`config.mk`:
```
export PLATFORM = sky130hd
export DESIGN_NAME = seq_enable_bank
export DESIGN_NICKNAME = d
export VERILOG_FILES = /design/src/rtl/seq_enable_bank.sv
export SDC_FILE = /design/constraint.sdc
export NUM_CORES = 1
export LEC_CHECK = 0
export CORE_ASPECT_RATIO = 2
export CORE_MARGIN = 5
export CORE_UTILIZATION = 46
export DETAILED_ROUTE_END_ITERATION = 12
export PLACE_DENSITY_LB_ADDON = 0.25
export SLEW_MARGIN = 30
export SYNTH_ARGS = -nofsm -noshare
export SYNTH_HDL_FRONTEND = slang
export SYNTH_SLANG_ARGS = --single-unit
```
`constraint.sdc`:
```
create_clock -name clk -period 2.5 [get_ports clk]
set_input_delay 0.5 -clock clk [delete_from_list [all_inputs] [get_ports clk]]
set_output_delay 0.5 -clock clk [all_outputs]
set_load 0.05 [all_outputs]
```
`src/rtl/seq_enable_bank.sv`:
```
// seq_enable_bank: multi-lane enabled register bank with load tracking.
// Per-lane qualified load, written flag, update pulse, saturating counter.
module seq_enable_bank #(
    parameter int               WIDTH   = 8,
    parameter int               NUM_CH  = 4,
    parameter int               EN_MODE = 0,
    parameter logic [WIDTH-1:0] RST_VAL = '0,
    parameter int               CNT_W   = 4
) (
    input  logic                      clk,
    input  logic                      rst_n,
    input  logic                      clr,
    input  logic [NUM_CH-1:0]         en_a,
    input  logic [NUM_CH-1:0]         en_b,
    input  logic [NUM_CH*WIDTH-1:0]   d,
    output logic [NUM_CH*WIDTH-1:0]   q,
    output logic [NUM_CH-1:0]         vld,
    output logic [NUM_CH-1:0]         upd,
    output logic [NUM_CH*CNT_W-1:0]   cnt,
    output logic [NUM_CH-1:0]         sat,
    output logic                      any_upd
);

    if (EN_MODE < 0 || EN_MODE > 2) begin : g_bad_mode
        $error("seq_enable_bank: EN_MODE must be 0, 1 or 2");
    end

    typedef enum logic {
        EMPTY  = 1'b0,
        LOADED = 1'b1
    } lane_st_t;

    localparam logic [CNT_W-1:0] CNT_MAX = '1;
    localparam logic [CNT_W-1:0] CNT_ONE = CNT_W'(1);

    lane_st_t          r_st     [NUM_CH];
    lane_st_t          w_st_nxt [NUM_CH];
    logic [WIDTH-1:0]  r_q      [NUM_CH];
    logic [CNT_W-1:0]  r_cnt    [NUM_CH];
    logic [NUM_CH-1:0] r_upd;
    logic [NUM_CH-1:0] r_sat;
    logic [NUM_CH-1:0] w_ld;

    // Combine the two enables of each lane into its load strobe
    always_comb begin
        w_ld = '0;
        for (int i = 0; i < NUM_CH; i++) begin
            case (EN_MODE)
                0:       w_ld[i] = en_a[i] & en_b[i];
                1:       w_ld[i] = en_a[i] | en_b[i];
                default: w_ld[i] = en_a[i] ^ en_b[i];
            endcase
        end
    end

    // Lane written-flag state register
    always_ff @(posedge clk or negedge rst_n) begin
        if (!rst_n) begin
            for (int i = 0; i < NUM_CH; i++) begin
                r_st[i] <= EMPTY;
            end
        end else begin
            for (int i = 0; i < NUM_CH; i++) begin
                r_st[i] <= w_st_nxt[i];
            end
        end
    end

    // Lane next state: clear empties, load fills, otherwise hold
    always_comb begin
        for (int i = 0; i < NUM_CH; i++) begin
            w_st_nxt[i] = r_st[i];
            if (clr) begin
                w_st_nxt[i] = EMPTY;
            end else if (w_ld[i]) begin
                w_st_nxt[i] = LOADED;
            end
        end
    end

    // Lane data, update pulse and saturating load counter
    always_ff @(posedge clk or negedge rst_n) begin
        if (!rst_n) begin
            r_upd <= '0;
            r_sat <= '0;
            for (int i = 0; i < NUM_CH; i++) begin
                r_q[i]   <= RST_VAL;
                r_cnt[i] <= '0;
            end
        end else begin
            for (int i = 0; i < NUM_CH; i++) begin
                if (clr) begin
                    r_q[i]   <= RST_VAL;
                    r_cnt[i] <= '0;
                    r_upd[i] <= 1'b0;
                    r_sat[i] <= 1'b0;
                end else if (w_ld[i]) begin
                    r_q[i]   <= d[i*WIDTH +: WIDTH];
                    r_upd[i] <= 1'b1;
                    if (r_cnt[i] != CNT_MAX) begin
                        r_cnt[i] <= r_cnt[i] + CNT_ONE;
                    end else begin
                        r_sat[i] <= 1'b1;
                    end
                end else begin
                    r_upd[i] <= 1'b0;
                end
            end
        end
    end

    // Flatten lane registers onto the output buses
    always_comb begin
        q   = '0;
        cnt = '0;
        vld = '0;
        for (int i = 0; i < NUM_CH; i++) begin
            q[i*WIDTH +: WIDTH]   = r_q[i];
            cnt[i*CNT_W +: CNT_W] = r_cnt[i];
            vld[i]                = (r_st[i] == LOADED);
        end
    end

    assign upd     = r_upd;
    assign sat     = r_sat;
    assign any_upd = |r_upd;

endmodule

```
==> results.json <==
{
  "required_ps": 2000,
  "syn_nets": 304,
  "power_mw": 2.12,
  "track_usage": 0.182,
  "ys_ff_latch": 60,
  "fp.dieArea_um2": 7150,
  "die_h_um": 115,
  "r2r_setup_slack_ps": 1060,
  "clk_path_buf_depth": 2,
  "cts_made_buffers": 9,
  "io_buffer_count": 103,
  "grt_pass1_wl_mm": 10.4,
  "dr.pass1.iters": 4,
  "worstSetupStartpointType": "flop",
  "pre_cts_slack_ps": 429,
  "synth_top_area_cell": "dfrtp_1",
  "maxSlewHeadroom": 0.596,
  "grt_overflow_total": 0,
  "cts.clk_slew.worst_paths_ps": 60,
  "rsz0062_at_grt": "no",
  "worstPathMaxFanout": 2,
  "slowest_stage": "clkdlybuf4s50_1",
  "final.min_clock_period_ps": 2420,
  "worst_setup_path_end_kind": "primary output",
  "syn-instance-count": 257,
  "h-tree-depth": 3,
  "yosysUniqueCellTypes": 17,
  "clock_latency_ps": 330,
  "syn_avg_cell_area_um2": 9.81,
  "drcViolationCount": 0,
  "synthesis.area_um2": 2520,
  "yosys_warnings": 0,
  "rr_startpoint": "cnt[8]",
  "synth_area_leaders": "dfrtp_1 60%, nand2_1 10%, a21oi_1 8.7%",
  "tns_ps": 0,
  "ant_nets": 0,
  "worst_pin_slew_ps": 605,
  "ctsHoldBuffers": 0,
  "post_cts_buffers": 0,
  "die_w_um": 62.3,
  "dp_hpwl_mm": 4.49,
  "synth_top_area_frac": 0.596,
  "drt-initial-drc-count": 72,
  "antenna_cells": 0,
  "grt_max_degree": 39,
  "worstPathArrival_ps": 1920,
  "ys_seq_area_frac": 0.596,
  "outcome": "completed",
  "synthTopCellsByCount": "68 x nand2_1, 60 x dfrtp_1, 44 x a21oi_1",
  "fp.coreArea_um2": 5370,
  "timing.hold.ws_ps": 172,
  "area_growth_syn_to_layout_pct": 48.1,
  "finalNonFillerCells": 423,
  "vias": 2257,
  "final_net_count": 406,
  "wl_mm": 6.32,
  "timing.final.crit_share": 0.969,
  "r2r_end": "cnt[11]",
  "grt_pass1_vias": 2250,
  "fmax_ghz": 0.413,
  "drv_slew": 0,
  "maxCapViolations": 0,
  "cts_sinks": 60,
  "fp-row-count": 38,
  "finClkSkew_ps": 5.75,
  "path_cells": "or4_1 > clkdlybuf4s50_1",
  "io_pins": 104,
  "cts.repair.resized": 0,
  "cts_tree": "done",
  "place.gp.congestion": 0.730,
  "start_util": 0.469,
  "critical_path.endpoint": "any_upd",
  "dp.cells": 408,
  "critical_path_class": "reg -> out",
  "setup_violations": 0,
  "power.density_nw_per_um2": 568,
  "synth_edf_count": 0,
  "setup_ws_ps": 77.7,
  "crit_start": "upd[1]",
  "via_per_inst": 5.34,
  "synth_most_common_cell": "nand2_1",
  "final_layout_size_suffix_gt1_frac": 0.0579,
  "antenna_found_initial": 0,
  "min_path_type": "in -> async",
  "synthFlopType": "dfrtp_1",
  "power_leakage_nw": 1.58,
  "critPathMaxStageDelay_ps": 710,
  "async_flop_share": 1.00,
  "wl_per_cell_um": 14.9,
  "reg2reg_depth": 4,
  "vdd_drop_max_uv": 497,
  "root_buffer": "clkbuf_8",
  "hold_viol_final": 0
}
==> placed cells by master (no fill, tap or decap) <==
cell type / instances
and3_4: 4
clkbuf_1: 3
buf_2: 2
nand3_1: 4
dfrtp_1: 60
nor2_1: 16
nand2_1: 68
ha_1: 4
o41ai_1: 8
and2_1: 4
clkinv_2: 3
buf_4: 1
inv_1: 5
clkdlybuf4s50_1: 101
nand3b_1: 4
o311ai_0: 8
clkbuf_8: 9
or4_1: 1
a21oi_1: 44
or3_1: 4
buf_12: 2
o21ai_0: 8
==> sequential cells by signal, summed over array words and instances, names as in the netlist <==
name / count
cnt: 16
q: 32
sat: 4
upd: 4
vld: 4
==> logic make-up (layout without fill, tap and decap cells) <==
family                   after synthesis  in the layout  synth area share
adder cells (fa/ha/maj)                4              4            0.0199
AND/OR/NAND/NOR                      105            105             0.186
buffers and inverters                 20            126            0.0397
flip-flops                            60             60             0.596
AO/OA/AOI/OAI                         68             68             0.159
==> metal layers <==
metal	wire [um]	up-vias	global-route usage
met4	110	0	0.0892
met3	466	10	0.0639
met1	2310	1085	0.187
met5	0	-	0
li1	-	1092	-
met2	3430	70	0.323
==> per-stage QoR <==
step	instance area [um2]	util
after floorplan	2520	-
after global placement	3580	0.667
after detailed placement	3580	0.667
after CTS	3730	0.695
after global routing	3730	0.695
final	3730	0.695
==> worst min path at each step <==
stage	endpoint	slack (ps)	cells past startpoint
after floorplan	cnt[0]	200	0
after global placement	vld[2]	480	2
after detailed placement	vld[2]	490	2
after CTS	cnt[14]	180	1
after global routing	q[28]	200	1
final	cnt[14]	170	1
==> where the power goes <==
group	total, mW	internal (mW)	switching [mW]
clock network	0.697	0.349	0.348
logic	0.395	0.151	0.244
registers	1.03	1.01	0.0221
==> critical path, delay by kind of cell (launching register included) <==
family | cells | cell delay (ps)
flops | 1 | 370
simple gates | 1 | 500
buf+inv | 1 | 710
==> area by class of cell <==
class                   instances  area (um2)
clock inverters                 3        15.0
well taps                      60        75.1
repair buffers                106        1070
multi-input cells             177         918
flip-flops and latches         60        1500
inverters                       5        18.8
clock buffers                  12         135
fillers                       421        1640
No activity file was read; power rests on OpenSTA's default activity.
